===== src/rtl/multicycle_ctrl_pkg.sv =====
// Shared encodings for the multicycle controller: opcodes, functs, FSM states,
// datapath select codes and the registered control-output bundle.
package ctrl_pkg;

  localparam logic [5:0] OP_RTYPE = 6'h00;
  localparam logic [5:0] OP_LW    = 6'h23;
  localparam logic [5:0] OP_SW    = 6'h2B;
  localparam logic [5:0] OP_BEQ   = 6'h04;
  localparam logic [5:0] OP_BNE   = 6'h05;
  localparam logic [5:0] OP_ADDI  = 6'h08;
  localparam logic [5:0] OP_XORI  = 6'h0E;
  localparam logic [5:0] OP_J     = 6'h02;
  localparam logic [5:0] OP_JAL   = 6'h03;

  localparam logic [5:0] FN_ADD = 6'h20;
  localparam logic [5:0] FN_SUB = 6'h22;
  localparam logic [5:0] FN_SLT = 6'h2A;
  localparam logic [5:0] FN_XOR = 6'h26;
  localparam logic [5:0] FN_JR  = 6'h08;

  typedef enum logic [2:0] {
    S_IDLE, S_FETCH, S_DECODE, S_EXEC, S_MEM, S_WB, S_TRAP
  } state_t;

  localparam logic [1:0] ALU_ADD = 2'b00;
  localparam logic [1:0] ALU_SUB = 2'b01;
  localparam logic [1:0] ALU_SLT = 2'b10;
  localparam logic [1:0] ALU_XOR = 2'b11;

  localparam logic [1:0] PC_SEQ  = 2'b00;
  localparam logic [1:0] PC_JUMP = 2'b01;
  localparam logic [1:0] PC_REGA = 2'b10;

  localparam logic [1:0] DST_RT  = 2'b00;
  localparam logic [1:0] DST_RD  = 2'b01;
  localparam logic [1:0] DST_R31 = 2'b10;

  localparam logic [1:0] RIN_ALU = 2'b00;
  localparam logic [1:0] RIN_MEM = 2'b01;
  localparam logic [1:0] RIN_PC4 = 2'b10;

  typedef enum logic [3:0] {
    C_ALU_R, C_ALU_I, C_LW, C_SW, C_BEQ, C_BNE, C_J, C_JAL, C_JR, C_ILL
  } icls_t;

  typedef struct packed {
    logic       mem_req;
    logic       mem_we;
    logic       pc_we;
    logic [1:0] pc_next;
    logic [1:0] reg_dst;
    logic       alu_src;
    logic [1:0] alu_ctrl;
    logic       reg_we;
    logic [1:0] reg_in;
    logic       beq;
    logic       bne;
  } ctrl_out_t;

endpackage


===== src/rtl/multicycle_ctrl_if.sv =====
// Instruction/data memory handshake between the controller (master) and memory (slave).
interface multicycle_ctrl_if;
  logic [31:0] instr;
  logic        mem_ack;
  logic        mem_req;
  logic        mem_we;

  modport master (output mem_req, output mem_we, input instr, input mem_ack);
  modport slave  (input mem_req, input mem_we, output instr, output mem_ack);
endinterface


===== src/rtl/multicycle_ctrl_decode.sv =====
// Combinational IR decoder: instruction class, ALU operand/operation and legality.
module ctrl_decode
  import ctrl_pkg::*;
(
  input  logic [31:0] ir,
  output icls_t       cls,
  output logic        alu_src,
  output logic [1:0]  alu_ctrl,
  output logic        legal
);

  logic [5:0] op;
  logic [5:0] fn;
  logic       unused_fields;

  assign op            = ir[31:26];
  assign fn            = ir[5:0];
  assign unused_fields = ^ir[25:6];

  always_comb begin
    cls      = C_ILL;
    alu_src  = 1'b0;
    alu_ctrl = ALU_ADD;
    case (op)
      OP_RTYPE: begin
        case (fn)
          FN_ADD:  begin cls = C_ALU_R; alu_src = 1'b1; alu_ctrl = ALU_ADD; end
          FN_SUB:  begin cls = C_ALU_R; alu_src = 1'b1; alu_ctrl = ALU_SUB; end
          FN_SLT:  begin cls = C_ALU_R; alu_src = 1'b1; alu_ctrl = ALU_SLT; end
          FN_XOR:  begin cls = C_ALU_R; alu_src = 1'b1; alu_ctrl = ALU_XOR; end
          FN_JR:   cls = C_JR;
          default: cls = C_ILL;
        endcase
      end
      OP_LW:   cls = C_LW;
      OP_SW:   cls = C_SW;
      OP_BEQ:  begin cls = C_BEQ; alu_src = 1'b1; alu_ctrl = ALU_SUB; end
      OP_BNE:  begin cls = C_BNE; alu_src = 1'b1; alu_ctrl = ALU_SUB; end
      OP_ADDI: cls = C_ALU_I;
      OP_XORI: begin cls = C_ALU_I; alu_ctrl = ALU_XOR; end
      OP_J:    cls = C_J;
      OP_JAL:  cls = C_JAL;
      default: cls = C_ILL;
    endcase
  end

  assign legal = (cls != C_ILL);

endmodule


===== src/rtl/multicycle_ctrl.sv =====
// Multicycle MIPS-subset controller (Moore FSM, registered outputs).
// Define MULTICYCLE_CTRL_TRAP_EN to trap on illegal instructions instead of retiring them as NOPs.
module multicycle_ctrl
  import ctrl_pkg::*;
(
  input  logic                   clk,
  input  logic                   reset,
  multicycle_ctrl_if.master      bus,
  output logic                   ir_we,
  output logic                   pc_we,
  output logic [1:0]             pc_next,
  output logic [1:0]             reg_dst,
  output logic                   alu_src,
  output logic [1:0]             alu_ctrl,
  output logic                   reg_we,
  output logic [1:0]             reg_in,
  output logic                   beq,
  output logic                   bne,
  output logic                   trap
);

`ifdef MULTICYCLE_CTRL_TRAP_EN
  localparam bit TRAP_ON = 1'b1;
`else
  localparam bit TRAP_ON = 1'b0;
`endif

  state_t      state;
  logic [31:0] ir;
  ctrl_out_t   out_q;
  icls_t       cls;
  logic        dec_alu_src;
  logic [1:0]  dec_alu_ctrl;
  logic        legal;

  ctrl_decode u_decode (
    .ir       (ir),
    .cls      (cls),
    .alu_src  (dec_alu_src),
    .alu_ctrl (dec_alu_ctrl),
    .legal    (legal)
  );

  function automatic state_t step(state_t s, logic ack, icls_t c);
    state_t n;
    n = s;
    case (s)
      S_IDLE:   n = S_FETCH;
      S_FETCH:  if (ack) n = S_DECODE;
      S_DECODE: n = (TRAP_ON && c == C_ILL) ? S_TRAP : S_EXEC;
      S_EXEC: begin
        case (c)
          C_LW, C_SW:       n = S_MEM;
          C_ALU_R, C_ALU_I: n = S_WB;
          default:          n = S_FETCH;
        endcase
      end
      S_MEM:    if (ack) n = (c == C_LW) ? S_WB : S_FETCH;
      S_WB:     n = S_FETCH;
      S_TRAP:   n = S_TRAP;
      default:  n = S_IDLE;
    endcase
    return n;
  endfunction

  // Output pattern of a state; IR is stable across every state that uses it.
  function automatic ctrl_out_t moore(state_t s, icls_t c, logic lg,
                                      logic as, logic [1:0] ac);
    ctrl_out_t o;
    o = '0;
    case (s)
      S_FETCH: o.mem_req = 1'b1;
      S_EXEC: begin
        o.alu_src  = as;
        o.alu_ctrl = ac;
        o.beq      = (c == C_BEQ);
        o.bne      = (c == C_BNE);
        o.pc_we    = !lg || (c inside {C_BEQ, C_BNE, C_J, C_JAL, C_JR});
        if (c == C_J || c == C_JAL) o.pc_next = PC_JUMP;
        if (c == C_JR)              o.pc_next = PC_REGA;
        if (c == C_JAL) begin
          o.reg_we  = 1'b1;
          o.reg_dst = DST_R31;
          o.reg_in  = RIN_PC4;
        end
      end
      S_MEM: begin
        o.mem_req = 1'b1;
        o.mem_we  = (c == C_SW);
      end
      S_WB: begin
        o.alu_src  = as;
        o.alu_ctrl = ac;
        o.reg_we   = 1'b1;
        o.pc_we    = 1'b1;
        o.pc_next  = PC_SEQ;
        o.reg_in   = (c == C_LW)    ? RIN_MEM : RIN_ALU;
        o.reg_dst  = (c == C_ALU_R) ? DST_RD  : DST_RT;
      end
      default: o = '0;
    endcase
    return o;
  endfunction

  always_ff @(posedge clk or posedge reset) begin
    if (reset) begin
      state <= S_IDLE;
      ir    <= '0;
      out_q <= '0;
    end else begin
      state <= step(state, bus.mem_ack, cls);
      out_q <= moore(step(state, bus.mem_ack, cls), cls, legal, dec_alu_src, dec_alu_ctrl);
      if (state == S_FETCH && bus.mem_ack) ir <= bus.instr;
    end
  end

  // Strobes that complete a handshake must fire in the ack cycle itself.
  assign ir_we       = (state == S_FETCH) && bus.mem_ack;
  assign pc_we       = out_q.pc_we || ((state == S_MEM) && (cls == C_SW) && bus.mem_ack);
  assign bus.mem_req = out_q.mem_req;
  assign bus.mem_we  = out_q.mem_we;
  assign pc_next     = out_q.pc_next;
  assign reg_dst     = out_q.reg_dst;
  assign alu_src     = out_q.alu_src;
  assign alu_ctrl    = out_q.alu_ctrl;
  assign reg_we      = out_q.reg_we;
  assign reg_in      = out_q.reg_in;
  assign beq         = out_q.beq;
  assign bne         = out_q.bne;

`ifdef MULTICYCLE_CTRL_TRAP_EN
  logic trap_q;
  always_ff @(posedge clk or posedge reset) begin
    if (reset) trap_q <= 1'b0;
    else       trap_q <= (step(state, bus.mem_ack, cls) == S_TRAP);
  end
  assign trap = trap_q;
`else
  assign trap = 1'b0;
`endif

endmodule


===== src/flat_wrapper.sv =====
// flat-port wrapper written by rule: the top's interface ports become plain ports
module multicycle_ctrl_flat import ctrl_pkg::*;
  (clk, reset, ir_we, pc_we, pc_next, reg_dst, alu_src, alu_ctrl, reg_we, reg_in, beq, bne, trap, bus_mem_req, bus_mem_we, bus_instr, bus_mem_ack);
  multicycle_ctrl_if bus_i ();
  input  logic clk;
  input  logic reset;
  output logic ir_we;
  output logic pc_we;
  output logic [1:0] pc_next;
  output logic [1:0] reg_dst;
  output logic alu_src;
  output logic [1:0] alu_ctrl;
  output logic reg_we;
  output logic [1:0] reg_in;
  output logic beq;
  output logic bne;
  output logic trap;
  output wire logic [$bits(bus_i.mem_req)-1:0] bus_mem_req;
  output wire logic [$bits(bus_i.mem_we)-1:0] bus_mem_we;
  input wire logic [$bits(bus_i.instr)-1:0] bus_instr;
  input wire logic [$bits(bus_i.mem_ack)-1:0] bus_mem_ack;
  assign bus_mem_req = bus_i.mem_req;
  assign bus_mem_we = bus_i.mem_we;
  assign bus_i.instr = bus_instr;
  assign bus_i.mem_ack = bus_mem_ack;
  multicycle_ctrl u_core (.clk(clk), .reset(reset), .bus(bus_i), .ir_we(ir_we), .pc_we(pc_we), .pc_next(pc_next), .reg_dst(reg_dst), .alu_src(alu_src), .alu_ctrl(alu_ctrl), .reg_we(reg_we), .reg_in(reg_in), .beq(beq), .bne(bne), .trap(trap));
endmodule

===== config.mk =====
export PLATFORM = sky130hd
export DESIGN_NAME = multicycle_ctrl_flat
export DESIGN_NICKNAME = d
export VERILOG_FILES = /design/src/rtl/multicycle_ctrl_pkg.sv /design/src/rtl/multicycle_ctrl_if.sv /design/src/rtl/multicycle_ctrl_decode.sv /design/src/rtl/multicycle_ctrl.sv /design/src/flat_wrapper.sv
export SDC_FILE = /design/constraint.sdc
export NUM_CORES = 1
export LEC_CHECK = 0
export ABC_AREA = 1
export ABC_CLOCK_PERIOD_IN_PS = 1900
export BUFFER_PORTS_ARGS = -buffer_cell sky130_fd_sc_hd__buf_2
export CAP_MARGIN = 20
export CORE_UTILIZATION = 35
export DETAILED_ROUTE_END_ITERATION = 12
export SLEW_MARGIN = 5
export SYNTH_ARGS = -nofsm -noshare
export SYNTH_HDL_FRONTEND = slang
export SYNTH_HIERARCHICAL = 1
export SYNTH_SLANG_ARGS = --single-unit

===== constraint.sdc =====
create_clock -name clk -period 1.9 [get_ports clk]
set_clock_uncertainty 0.2 [all_clocks]
set_input_delay 0.19 -clock clk [delete_from_list [all_inputs] [get_ports clk]]
set_output_delay 0.19 -clock clk [all_outputs]
set_load 0.05 [all_outputs]

# [Yosys cells after proc, flatten, opt, wreduce, memory -nomap -nowiden]
# Index checks and enable logic that the tools add are counted.
[word_totals] output_inout_bits=17 reg_bits=50 mem_count=0 in_bits=35 wordCells=84 latchBits=0 romBits=0 ram_bits=0
[classes] n_mul=0 muxes=21 bitwise=0 n_reduce_logical=18 n_div=0 eq_ne=32 order_cmp=0 shift=0 n_addsub=0
[op_table] operator="== test 6 bit (second input constant)" count=6
[op_table] operator="one-hot mux 4 bit (8 select lines)" count=1
[op_table] operator="one-hot mux 11 bit (2 select lines)" count=1
[op_table] operator="== test 6 x 4 -> 1 bit (second input constant)" count=3
[op_table] operator="one-hot mux 3 bit (6 select lines)" count=1
[op_table] operator="== test 4 x 3 -> 1 bit (second input constant)" count=4
[op_table] operator="== test 3 bit (second input constant)" count=5
[op_table] operator="== test 6 x 2 -> 1 bit (second input constant)" count=2
[op_table] operator="== test 6 x 3 -> 1 bit (second input constant)" count=2
[op_table] operator="two-way mux 3 bit" count=4
[op_table] operator="one-hot mux 2 bit (3 select lines)" count=2
[op_table] operator="OR reduction 2 bit" count=6
[op_table] operator="== test 3 x 2 -> 1 bit (second input constant)" count=3
[op_table] operator="== test 4 x 2 -> 1 bit (second input constant)" count=2
[op_table] operator="one-hot mux 4 bit (2 select lines)" count=1
[op_table] operator="== test 3 x 1 -> 1 bit (second input constant)" count=2
[op_table] operator="logical NOT 6 bit" count=1
[op_table] operator="two-way mux 1 bit" count=6
[op_table] operator="two-way mux 2 bit" count=3
[op_table] operator="one-hot mux 3 bit (2 select lines)" count=1
[op_table] operator="nonzero test 5 bit" count=1
[op_table] operator="== test 4 x 1 -> 1 bit (second input constant)" count=1
[op_table] operator="== test 4 bit (second input constant)" count=1
[op_table] operator="logical NOT 4 bit" count=1
[op_table] operator="7 further kinds" count=11

# [Longest topological paths before layout]
[depth] word_depth=11 depth_mapped=15 ltp_nobuf=15

# [By module]
# Netlist, hierarchy kept.
[modules_own_cells] module="multicycle_ctrl" area_each_um2=2038.2 instances=1 seq_area_each_um2=1226.2 cells_per_inst=229
[modules_own_cells] module="ctrl_decode" area_each_um2=316.6 instances=1 seq_area_each_um2=0.0 cells_per_inst=67

# [Least setup slack after synthesis]
# No wires, ideal clock.
[synth_timing] path_kind="flip-flop to output port" start="register u_core.ir[31]" end="output pc_we" t_required_ns=1.510 n_path_buf=0 slack_ns=-0.561 arrival_ns=2.071 stages_incl_launch_ff=10 cell_sequence="dfrtp_1 > nor2_4 > nand3_2 > nand2_2 > nor2_2 > nand2_1 > nand2_2 > nor2_1 > nand3_1 > o21bai_1"
[synth_via] elab_chain_cells=7 word_cells_on_any_way=15 cone_classes="eq/ne (9); mux (1); reduce/logical (5)"
[synth_rtl] item="start: declaration" line_no="multicycle_ctrl.sv:29" source="logic [31:0] ir;"
[synth_rtl] item="start signal: assignment" line_no="multicycle_ctrl.sv:113" source="if (state == S_FETCH && bus.mem_ack) ir <= bus.instr;"
[synth_rtl] item="== test 6 x 4 -> 1 bit" line_no="multicycle_ctrl_decode.sv:24" source="case (op)"
[synth_rtl] item="OR reduction 2 bit (no line)"
[synth_rtl] item="one-hot mux 4 bit (8 select lines) (*)" line_no="multicycle_ctrl_decode.sv:24"
[synth_rtl] item="net u_core.cls[1]" line_no="multicycle_ctrl.sv:31" source="icls_t cls;"
[synth_rtl] item="== test 4 x 2 -> 1 bit (*)" line_no="multicycle_ctrl.sv:119" source="assign pc_we = out_q.pc_we || ((state == S_MEM) && (cls == C_SW) && bus.mem_ack);"
[synth_rtl] item="logical AND 1 bit (*) (2 in series)" line_no="multicycle_ctrl.sv:119"
[synth_rtl] item="logical OR 1 bit (*)" line_no="multicycle_ctrl.sv:119"
[synth_rtl] item="end: declaration" line_no="flat_wrapper.sv:8" source="output logic pc_we;"
# Mark *: on every way through the listed nets, which the timed path passes. The rest lies on a longest branch.

# [Worst setup path in the final report]
[layout_timing] start="register u_core.ir[30]" end="output pc_we"
# The elaborated chain is that of the path after synthesis.

==> impl_metrics.yaml <==
die:
  dieWidth_um: 70.0
  core_area_um2: 4380
  die_area_um2: 4890
  core.rowCount: 24
  die_h_um: 70.0
  top_level_ports: 52
  initial_core_util: 0.369
timing:
  max_clock_freq_mhz: 449
  finalMaxSlewViolations: 0
  final_hold_viol_count: 0
  min_period_ps: 2230
  finalCritPeriodShare: 1.17
  layout_setup_ws_ps: -328
  setup_repair_after_global_routing_missed_its_margin: "true"
  setup_viol: 12
drt:
  vias: 1451
  postRouteAntennaNets: 0
  total_wire_length_after_detailed_routing_um: 3310
  first_pass_iteration_count_of_the_detailed_router: 4
  post_drt_via_cell_ratio: 4.32
  remaining_drc_errors: 0
  drt_iter0_markers: 45
  avgRoutedWirePerCell_um: 9.86
synthesis:
  synth_nets: 249
  netlist_area_um2: 1620
  post_synth_inst_count: 214
  synthesis.yosys.warnings: 6
  postSynthAreaPerCell_um2: 7.55
cts:
  root_buffer: "clkbuf_8"
  cts.sink_count: 29
  clock_insertion_delay_worst_skew_ps: 280
  clk_pin_slew_ps: 60
  cts_max_level: 2
  ctsLongestPathBuffers: 2
  cts_made_buffers: 5
  cts_tree: "done"
setup_path:
  cp.required_ps: 1510
  crit_path_start_kind: "register"
  cp_max_delay_cell: "dfrtp_1"
  cp_top_family: "simple AND/OR/NAND/NOR gates"
  critical_path_arrival_ps: 1840
  critical_path_class: "register to primary output"
  timing.critical_path.to_type: "primary output"
  path_cells: "nor2_4 -> nand3_2 -> nand2_4 -> nor2_2 -> nand2_1 -> nand2_2 -> nor2_4 -> nand3_4 -> o21bai_4 -> buf_6"
  cpMostUsedCell: "nor2_4"
  worstPathBufferInverterCount: 1
  worst_path_largest_cell_delay_ps: 420
  worst-path-max-fanout: 8
finish:
  numnets_final: 318
  diodes: 0
  layout-drive-gt1-share: 0.423
  areaGrowthSynthToFinish_pct: 45.6
placed_design:
  dp_worst_setup_slack_ps: -161
  finalWeightedCongestion: 0.765
  post-dp-hpwl_um: 2190
  place.port_buffers: 30
power:
  irDropWorstVdd_mv: 0.375
  post-layout-total-power_mw: 1.23
  total_leakage_power_nw: 1.35
  powerDensity_nw_per_um2: 523
run_status:
  status: "complete, but fails checks"
  violations: "setup timing"
min_path:
  hold_path.class: "primary input to register"
global_routing:
  overall_track_demand_over_capacity_in_global_routing: 0.151
  gr-total-overflow: 0
  largest_net_degree_at_the_start_of_global_routing: 30
  via_count_of_the_first_global_routing_pass: 1390
  global_route_wire_length_before_repair_um: 5790
  grt_antenna_before_repair: 0
job:
  maxCapViolations: 0
layer usage:
metal	track usage	wire length, um
met5	0	0
met4	0.0733	53
met1	0.172	1460
met2	0.260	1680
met3	0.0390	125
state kept, by name, indices dropped and copies added, names as in the netlist:
signal              count
u_core/bus.mem_req      1
u_core/pc_next          2
u_core/ir              12
u_core/bne              1
u_core/beq              1
u_core/out_q            1
u_core/reg_we           1
u_core/reg_in           1
u_core/bus.mem_we       1
u_core/alu_src          1
u_core/alu_ctrl         2
u_core/reg_dst          2
u_core/state            3
area by class of cell:
| type | count | area, um^2 |
|---|---|---|
| Tap cell | 52 | 65.1 |
| Timing Repair Buffer | 75 | 542 |
| Fill cell | 413 | 2030 |
| Clock buffer | 7 | 96.3 |
| Inverter | 25 | 93.8 |
| Multi-Input combinational cell | 147 | 823 |
| Sequential cell | 29 | 728 |
| Clock inverter | 1 | 5.00 |
report_power, final:
part | internal [mW] | total [mW] | switching, mW
Clock | 0.327 | 0.560 | 0.233
Sequential | 0.618 | 0.618 | 0
Combinational | 0.0292 | 0.0531 | 0.0239
worst reg2reg max path, cell delays in order (launching register included):
cell and delay, ps:
dfrtp_1 420, nor2_4 240, nand3_2 140, nand2_4 80, nor2_2 40, nand2_1 70, nand2_2 70, nor2_4 110
buf_4 130, buf_6 100, nand2_4 50, and2_4 170, nand2_4 80, nand2_2 80, nor2_1 100
placed cells by master (no fill, tap or decap), types with 2 or more instances in the layout:
cell,n
o21ai_1,4
buf_2,29
dfrtp_2,2
nor2_4,5
nand3_2,9
buf_6,5
nand2_2,9
dfrtp_1,27
clkbuf_8,7
buf_4,28
dlygate4sd3_1,13
nor3_2,3
nand2_4,4
inv_2,7
nand3_4,3
nor2_2,5
nand3_1,11
nor2_1,23
inv_1,18
nand2_1,65
final timing paths:
| check | startpoint | endpoint | slack (ps) | cells past startpoint |
|---|---|---|---|---|
| setup / recovery | u_core/ir[30]$_DFFE_PP0P_ | pc_we | -330 | 10 |
| hold / removal | bus_mem_ack | u_core/bus.mem_req$_DFF_PP0_ | 150 | 5 |
| setup reg to reg | u_core/ir[30]$_DFFE_PP0P_ | u_core/reg_dst[0]$_DFF_PP0_ | -260 | 14 |
| hold reg to reg | u_core/ir[5]$_DFFE_PP0P_ | u_core/ir[5]$_DFFE_PP0P_ | 310 | 2 |
| max in group asynchronous | reset | u_core/ir[29]$_DFFE_PP0P_ | 890 | 4 |
| min in group asynchronous | reset | u_core/bne$_DFF_PP0_ | 310 | 4 |
through the flow:
stage	cells	setup TNS, ps	hold slack (ps)	instance area (um^2)	util
final	336	-2680	149	2350	0.537
after global placement	306	-1320	77.5	1940	0.443
after global routing	336	-4890	170	2350	0.537
after floorplan	214	-32.3	68.1	1650	-
after CTS	335	-2580	136	2320	0.530
after detailed placement	306	-1400	87.9	1940	0.443
repair_timing:
item	CTS	global route
pin swaps	7	5
hold endpoints to repair	41	0
gates resized for setup	24	7
setup buffers	9	1
setup endpoints to repair	15	17
hold buffers	13	0
Power figures use the tool's default switching activity.
